==> config.mk <==
export PLATFORM = sky130hd
export DESIGN_NAME = defect_zone_bbox
export DESIGN_NICKNAME = d
export VERILOG_FILES = /design/src/rtl/defect_zone_bbox.sv
export SDC_FILE = /design/constraint.sdc
export NUM_CORES = 1
export LEC_CHECK = 0
export CORE_ASPECT_RATIO = 2
export CORE_MARGIN = 5
export CORE_UTILIZATION = 35
export CTS_BUF_LIST = sky130_fd_sc_hd__clkbuf_8
export DETAILED_ROUTE_END_ITERATION = 10
export SLEW_MARGIN = 5
export SYNTH_ARGS = -nofsm -noshare
export SYNTH_HDL_FRONTEND = slang
export SYNTH_SLANG_ARGS = --single-unit
==> constraint.sdc <==
create_clock -name pixclk_in -period 5.04 [get_ports pixclk_in]
set_clock_uncertainty 0.05 [all_clocks]
set_input_delay 0.504 -clock pixclk_in [delete_from_list [all_inputs] [get_ports pixclk_in]]
set_output_delay 0.504 -clock pixclk_in [all_outputs]
set_load 0.02 [all_outputs]
==> src/rtl/defect_zone_bbox.sv <==
// defect_zone_bbox: per-frame foreground bounding boxes of a binarised pixel stream,
// split into vertical zones, with vs/de delayed for a downstream overlay.
module defect_zone_bbox #(
    parameter int unsigned COORD_WID    = 11,
    parameter int unsigned NUM_ZONES    = 3,
    parameter int unsigned ZONE_SHIFT   = 8,
    parameter int unsigned CNT_WID      = 20,
    parameter int unsigned MIN_PIX      = 16,
    parameter int unsigned DELAY_CYCLES = 2
) (
    input  logic                           pixclk_in,
    input  logic                           rstn_out,
    input  logic                           bin2_vs,
    input  logic                           bin2_de,
    input  logic                           bin2_data,
    output logic [NUM_ZONES*COORD_WID-1:0] zone_x_min,
    output logic [NUM_ZONES*COORD_WID-1:0] zone_x_max,
    output logic [NUM_ZONES*COORD_WID-1:0] zone_y_min,
    output logic [NUM_ZONES*COORD_WID-1:0] zone_y_max,
    output logic [NUM_ZONES*CNT_WID-1:0]   zone_cnt,
    output logic [NUM_ZONES-1:0]           zone_valid,
    output logic                           frame_done,
    output logic                           point_vs,
    output logic                           point_de
);

    localparam logic [COORD_WID-1:0] COORD_MAX = '1;
    localparam logic [CNT_WID-1:0]   CNT_MAX   = '1;

    typedef enum logic [1:0] {ST_IDLE, ST_ARMED, ST_RUN} state_t;

    state_t state_q;
    state_t state_d;
    logic   snap_c;

    logic                 vs_d;
    logic                 de_d;
    logic                 vs_rise_c;
    logic                 de_fall_c;
    logic                 fg_pix_c;
    logic [COORD_WID-1:0] x_cnt;
    logic [COORD_WID-1:0] y_cnt;
    logic [COORD_WID-1:0] zone_idx_c;

    logic [COORD_WID-1:0] acc_xmin [NUM_ZONES];
    logic [COORD_WID-1:0] acc_xmax [NUM_ZONES];
    logic [COORD_WID-1:0] acc_ymin [NUM_ZONES];
    logic [COORD_WID-1:0] acc_ymax [NUM_ZONES];
    logic [CNT_WID-1:0]   acc_cnt  [NUM_ZONES];

    logic [DELAY_CYCLES-1:0] vs_pipe;
    logic [DELAY_CYCLES-1:0] de_pipe;

    assign vs_rise_c  = bin2_vs & ~vs_d;
    assign de_fall_c  = ~bin2_de & de_d;
    // vs wins over any pixel arriving in the same cycle
    assign fg_pix_c   = bin2_de & bin2_data & ~bin2_vs;
    assign zone_idx_c = x_cnt >> ZONE_SHIFT;

    // Previous-cycle sync copies for edge detection
    always_ff @(posedge pixclk_in or negedge rstn_out) begin
        if (!rstn_out) begin
            vs_d <= 1'b0;
            de_d <= 1'b0;
        end else begin
            vs_d <= bin2_vs;
            de_d <= bin2_de;
        end
    end

    // Pixel (x) and line (y) coordinates recovered from the sync stream, saturating
    always_ff @(posedge pixclk_in or negedge rstn_out) begin
        if (!rstn_out) begin
            x_cnt <= '0;
            y_cnt <= '0;
        end else begin
            if (!bin2_de) begin
                x_cnt <= '0;
            end else if (x_cnt != COORD_MAX) begin
                x_cnt <= x_cnt + COORD_WID'(1);
            end
            if (bin2_vs) begin
                y_cnt <= '0;
            end else if (de_fall_c && (y_cnt != COORD_MAX)) begin
                y_cnt <= y_cnt + COORD_WID'(1);
            end
        end
    end

    // Per-zone running min/max/count for the frame in progress
    always_ff @(posedge pixclk_in or negedge rstn_out) begin
        if (!rstn_out) begin
            for (int z = 0; z < NUM_ZONES; z++) begin
                acc_xmin[z] <= COORD_MAX;
                acc_xmax[z] <= '0;
                acc_ymin[z] <= COORD_MAX;
                acc_ymax[z] <= '0;
                acc_cnt[z]  <= '0;
            end
        end else begin
            for (int z = 0; z < NUM_ZONES; z++) begin
                if (bin2_vs) begin
                    acc_xmin[z] <= COORD_MAX;
                    acc_xmax[z] <= '0;
                    acc_ymin[z] <= COORD_MAX;
                    acc_ymax[z] <= '0;
                    acc_cnt[z]  <= '0;
                end else if (fg_pix_c && (zone_idx_c == COORD_WID'(z))) begin
                    if (x_cnt < acc_xmin[z]) acc_xmin[z] <= x_cnt;
                    if (x_cnt > acc_xmax[z]) acc_xmax[z] <= x_cnt;
                    if (y_cnt < acc_ymin[z]) acc_ymin[z] <= y_cnt;
                    if (y_cnt > acc_ymax[z]) acc_ymax[z] <= y_cnt;
                    if (acc_cnt[z] != CNT_MAX) acc_cnt[z] <= acc_cnt[z] + CNT_WID'(1);
                end
            end
        end
    end

    // Frame FSM state register
    always_ff @(posedge pixclk_in or negedge rstn_out) begin
        if (!rstn_out) begin
            state_q <= ST_IDLE;
        end else begin
            state_q <= state_d;
        end
    end

    // Frame FSM next state; the first vs after reset only arms, later ones publish
    always_comb begin
        state_d = state_q;
        snap_c  = 1'b0;
        unique case (state_q)
            ST_IDLE: begin
                if (vs_rise_c) state_d = ST_ARMED;
            end
            ST_ARMED: begin
                if (vs_rise_c) begin
                    snap_c = 1'b1;
                end else if (bin2_de) begin
                    state_d = ST_RUN;
                end
            end
            ST_RUN: begin
                if (vs_rise_c) begin
                    snap_c  = 1'b1;
                    state_d = ST_ARMED;
                end
            end
            default: state_d = ST_IDLE;
        endcase
    end

    // Publish the finished frame; zones under the pixel threshold read as all-zero
    always_ff @(posedge pixclk_in or negedge rstn_out) begin
        if (!rstn_out) begin
            zone_x_min <= '0;
            zone_x_max <= '0;
            zone_y_min <= '0;
            zone_y_max <= '0;
            zone_cnt   <= '0;
            zone_valid <= '0;
            frame_done <= 1'b0;
        end else begin
            frame_done <= snap_c;
            if (snap_c) begin
                for (int z = 0; z < NUM_ZONES; z++) begin
                    if (acc_cnt[z] >= CNT_WID'(MIN_PIX)) begin
                        zone_x_min[z*COORD_WID +: COORD_WID] <= acc_xmin[z];
                        zone_x_max[z*COORD_WID +: COORD_WID] <= acc_xmax[z];
                        zone_y_min[z*COORD_WID +: COORD_WID] <= acc_ymin[z];
                        zone_y_max[z*COORD_WID +: COORD_WID] <= acc_ymax[z];
                        zone_cnt[z*CNT_WID +: CNT_WID]       <= acc_cnt[z];
                        zone_valid[z]                        <= 1'b1;
                    end else begin
                        zone_x_min[z*COORD_WID +: COORD_WID] <= '0;
                        zone_x_max[z*COORD_WID +: COORD_WID] <= '0;
                        zone_y_min[z*COORD_WID +: COORD_WID] <= '0;
                        zone_y_max[z*COORD_WID +: COORD_WID] <= '0;
                        zone_cnt[z*CNT_WID +: CNT_WID]       <= '0;
                        zone_valid[z]                        <= 1'b0;
                    end
                end
            end
        end
    end

    // Fixed-latency copy of vs/de for the overlay path
    always_ff @(posedge pixclk_in or negedge rstn_out) begin
        if (!rstn_out) begin
            vs_pipe <= '0;
            de_pipe <= '0;
        end else begin
            vs_pipe[0] <= bin2_vs;
            de_pipe[0] <= bin2_de;
            for (int i = 1; i < DELAY_CYCLES; i++) begin
                vs_pipe[i] <= vs_pipe[i-1];
                de_pipe[i] <= de_pipe[i-1];
            end
        end
    end

    assign point_vs = vs_pipe[DELAY_CYCLES-1];
    assign point_de = de_pipe[DELAY_CYCLES-1];

endmodule

# [Yosys cells after proc, flatten, opt, wreduce, memory -nomap -nowiden]
# Cells that the tools add are included.
[word_totals] in_bits=5 output_inout_bits=198 regBits=418 wordCells=185
[classes] n_reduce_logical=43 addsub=5 order_cmp=15 eq_ne=13 bitwise=7 mux=73
[ops] cell="$mux W11" n=52
[ops] cell="$mux W20" n=12
[ops] cell="$gt A11 B11 Y1" n=6
[ops] cell="$lt A11 B11 Y1" n=6
[ops] cell="$add A20 B1 Y20 const B" n=3
[ops] cell="$ge A20 B5 Y1 const B" n=3
[ops] cell="$ne A20 B20 Y1 const B" n=3
[ops] cell="$reduce_bool A2 Y1" n=19
[ops] cell="$reduce_and A2 Y1" n=15
[ops] cell="$add A11 B1 Y11 const B" n=2
[ops] cell="$ne A11 B11 Y1 const B" n=2
[ops] cell="$logic_not A11 Y1" n=1
[ops] cell="$mux W2" n=3
[ops] cell="$mux W1" n=5
[ops] cell="$and A1 B1 Y1" n=4
[ops] cell="$logic_and A1 B1 Y1" n=4
[ops] cell="$ne A2 B1 Y1 const B" n=2
[ops] cell="$ne A2 B2 Y1 const B" n=2
[ops] cell="$pmux W2 S2" n=1
[ops] cell="$reduce_or A2 Y1" n=2
[ops] cell="$eq A3 B1 Y1 const B" n=1
[ops] cell="$eq A3 B2 Y1 const B" n=1
[ops] cell="$not A1 Y1" n=3
[ops] cell="$reduce_and A3 Y1" n=1
[ops] cell="3 further kinds" n=3

# [Depth between registers and ports, before layout]
[depth] depth_word=5 mapped_depth=9 ltp_nobuf=7

# [Worst setup path after synthesis]
# OpenSTA, ideal clock, no wires.
[synth_timing] path_kind="register to register" start="register y_cnt[0]" end="register acc_ymax[11] in the netlist's numbering" required_ns=4.870 path_buffers=2 synth_period_minus_slack_ns=2.327 setup_ns=0.120 stages_incl_launch_ff=10 setup_slack_ns=2.713 arrival_ns=2.157 cell_sequence="dfrtp_1 clkbuf_1 inv_1 ha_1 nand3_1 or3b_2 o211ai_1 clkbuf_1 nor3_1 a31o_2"
[synth_via] elab_chain_cells=3 word_cells_on_any_way=6 classes_between="order compare (1); mux (3); reduce/logical (2)"
[synth_lines] item="start: declaration" line="42" source="logic [COORD_WID-1:0] y_cnt;"
[synth_lines] item="start signal: assignment" line="85" source="y_cnt <= y_cnt + COORD_WID'(1);"
[synth_lines] item="$gt A11 B11 Y1 / $mux W11 (equally long branches)" line="112" source="if (y_cnt > acc_ymax[z]) acc_ymax[z] <= y_cnt;"
[synth_lines] item="$reduce_bool A2 Y1 (no source line) / $mux W11 (equally long branches)"
[synth_lines] item="$reduce_and A2 Y1 (no source line) / $mux W11 (equally long branches)"
[synth_lines] item="end signal: indexed assignment" line="97" source="acc_ymax[z] <= '0;"
[synth_lines] item="end signal: indexed assignment" line="106" source="acc_ymax[z] <= '0;"
[synth_lines] item="end: declaration" line="48" source="logic [COORD_WID-1:0] acc_ymax [NUM_ZONES];"
# Several ways; a longest one is shown, not always the timed one. The select of a mux whose other input is x is not followed.
# A chain may end at the register's enable or synchronous reset.

# [Worst setup path in the final report]
[layout_timing] start="register y_cnt[8]" end="register acc_ymin[26] in the netlist's numbering"
[layout_via] elab_chain_cells=3
[layout_lines] item="$lt A11 B11 Y1" line="111" source="if (y_cnt < acc_ymin[z]) acc_ymin[z] <= y_cnt;"
[layout_lines] item="$reduce_bool A2 Y1 (no source line)"
[layout_lines] item="$reduce_and A2 Y1 (no source line)"
[layout_lines] item="end signal: indexed assignment" line="96" source="acc_ymin[z] <= COORD_MAX;"
[layout_lines] item="end signal: indexed assignment" line="105" source="acc_ymin[z] <= COORD_MAX;"
[layout_lines] item="end: declaration" line="47" source="logic [COORD_WID-1:0] acc_ymin [NUM_ZONES];"
# Every way passes these cells.

==> metrics.md <==
| Metric | Value |
|---|---|
| Status | `complete, no violations` |
| Maximum VDD drop | `0.0001617 V` |
| Worst reg-to-reg path cell count | `6` |
| First-pass GRT wire length | `93720 µm` |
| Row count | `125` |
| Setup Total Neg Slack | `0 ps` |
| Yosys top cell by area | `dfrtp_1` |
| Layout cell share with drive strength beyond 1 | `11.27%` |
| Nets@finish | `2220` |
| Ys Warns | `0` |
| Area of the multi-input gates | `8930 µm²` |
| Die width | `180.5 µm` |
| Die ar. | `63350 µm²` |
| Worst slew pin tran | `1167 ps` |
| Worst setup path endpoint | `acc_ymin[26]` |
| Worst path max stage delay | `910 ps` |
| Slew Limit Fails | `0` |
| Final instance area | `24480 µm²` |
| Area Overhead vs Synth | `20.29%` |
| Worst-path fanout max | `14` |
| Overall routed net length | `59780 µm` |
| Clock sinks | `416` |
| Worst path required time | `5520 ps` |
| Vias per inst | `5.458` |
| Sequential area share after synthesis | `51.56%` |
| I/O pin total | `203` |
| Reg clk slew, reported paths | `80 ps` |
| Crit-path cells | `ha_1 -> a21oi_1 -> nor2_1 -> a2111oi_2 -> o21a_1 -> o211ai_1` |
| Mapped cell area | `20350 µm²` |
| Cts hold-fix bufs | `1` |
| GRT Overall Usage | `18.37%` |
| Dpl hpwl | `42090 µm` |
| Cts bufs inserted | `60` |
| WL per Instance | `20.67 µm` |
| Distinct cells, synth | `66` |
| IO Port Bufs | `202` |
| H-tree level count | `2` |
| Mean Syn Cell Area | `10.69 µm²` |
| Final worst-path cycle share | `61.72%` |
| Post-layout min period | `3111 ps` |
| Routed Antenna Nets | `0` |
| FILL cells | `5546` |
| Flip-flop and latch area | `10490 µm²` |
| Final hold viol count | `0` |
| Endpoint arrival time on the critical path | `3590 ps` |
| Die Y | `351.0 µm` |
| Critical path startpoint category | `register` |
| Initial DRT Pass Iterations | `6` |
| DRC | `0` |
| Max clock buf depth | `3` |
| Dominant cells by area after synthesis | `dfrtp_1, dfstp_2, ha_1` |
| Leading cell type in the layout, fill and taps excluded | `dfrtp_1` |
| Power density over the cells | `281.1 nW/µm²` |
| Main synth FF type | `dfrtp_1` |
| Post-CTS setup buffers | `0` |
| Leakage power | `0.01144 µW` |
| Final GP Congestion | `0.8651` |
| Post-synth top area share | `43.04%` |
| Worst rel slew slack | `22.19%` |
| RSZ-0062 raised after global routing | `false` |
| Most frequent cells in the layout | `dfrtp_1, clkdlybuf4s50_1, a22o_1, inv_1, ha_1` |
| Resize count post-CTS | `0` |
| Crit. End Element | `register` |
| Hold Path Stages | `2` |
| CTS Root Cell | `clkbuf_8` |
| Post-synth EDFFs | `0` |
| Worst R2R Setup Slack | `1930 ps` |
| Area of the core | `57870 µm²` |
| Mapped Cells | `1903` |
| CTS tree | `done` |
| DR iter-0 viols | `895` |
| Cell Area, Placed | `23160 µm²` |
| CP max stage cell | `dfrtp_1` |
| Vias in the first global route | `16560` |
| Starting Density | `35.16%` |
| Reg-to-Reg End | `acc_ymin[26]` |
| FFs w/ async S/R, synth | `100.0%` |
| Setup CP Type | `register to register` |
| Finish-stage setup viols | `0` |
| Detailed-route via count | `15780` |
| Worst Min Path Start | `bin2_vs` |
| Largest net degree at the start of global routing | `137` |
| Worst Hold Class | `primary input to register` |
| Antenna violations before repair | `2` |
| R2r startpoint | `y_cnt[8]` |
| Clock Latency Late Sink | `680 ps` |
| Flops & latches, synth | `416` |
| Max_cap viols | `0` |
| Critical Path Source | `y_cnt[8]` |
| Gr ovfl total | `0` |
| Post-Syn Nets | `2045` |
| Fmax | `321.5 MHz` |
-- cell usage after synthesis (all sizes together) (27+ instances only) --
cell,count
dfrtp,350
a22o,190
inv,145
ha,137
nor2,135
nand2,96
a21oi,88
clkbuf,87
o21ai,72
nand3,69
dfstp,66
mux2i,63
o211ai,47
nand4,39
buf,27
-- report_power, final --
| group | internal [µW] | switching (µW) |
|---|---|---|
| registers | 3400 | 48.2 |
| clock network | 1520 | 1400 |
| logic | 133 | 380 |
| total | 5050 | 1830 |
-- worst min path at each step --
stage	endpoint	slack, ps
2_1_floorplan	acc_cnt[0]	160
3_3_place_gp	vs_pipe[1]	350
3_5_place_dp	de_pipe[1]	340
4_1_cts	acc_cnt[42]	230
5_1_grt	acc_cnt[43]	280
6_report	acc_cnt[42]	280
-- per-stage QoR --
step	hold WS [ps]	total power, µW	std cells	utilization [%]	setup WS, ps
after floorplan	158.4	3794	1903	-	2713
after global placement	347.8	4009	2777	40.03	1666
after detailed placement	345.0	4029	2777	40.03	1541
after CTS	233.0	6989	2891	42.29	1920
after global routing	279.1	7175	2892	42.30	1792
final	280.4	6881	2892	42.30	1929
-- area by class of cell --
class / instances / share of cell area (%)
Sequential cell: 416 / 42.87
Tap cell: 762 / 3.895
Multi-Input combinational cell: 1228 / 36.48
Clock inverter: 41 / 1.263
Clock buffer: 72 / 4.049
Timing Repair Buffer: 227 / 9.202
Antenna cell: 1 / 0.01022
Inverter: 145 / 2.229
-- metal layers --
layer	wire length, µm	vias up	share of wire [%]	track usage [%]
met3	2799	136	4.7	3.259
met1	22860	7905	38	20.27
met2	31910	420	53	34.80
li1	-	7321	-	-
met5	13	-	0.022	0
met4	2202	2	3.7	7.183
-- sequential cells by signal (all words and copies together) (netlist names), 3 cells and up --
signal,flops
zone_y_max,33
zone_x_min,33
acc_xmin,33
zone_cnt,60
acc_xmax,33
acc_ymin,33
acc_ymax,33
zone_y_min,33
zone_x_max,33
zone_valid,3
x_cnt,11
y_cnt,11
acc_cnt,60
-- critical path: cells and delay by family (launching register included) --
family          cells  cell delay (ps)
flops               1              910
compound gates      4             1580
simple gates        1               80
fa+ha+maj           1              370
-- cells by family after synthesis --
logic type | synth area share (%)
and+or+nand+nor | 11.96
xor gates and xnor gates | 1.377
DFF | 51.56
AOI/OAI and AO/OA | 18.47
adders and majority gates | 8.424
muxes | 3.320
buffers and inverters | 4.882
Power figures use the tool's default switching activity.
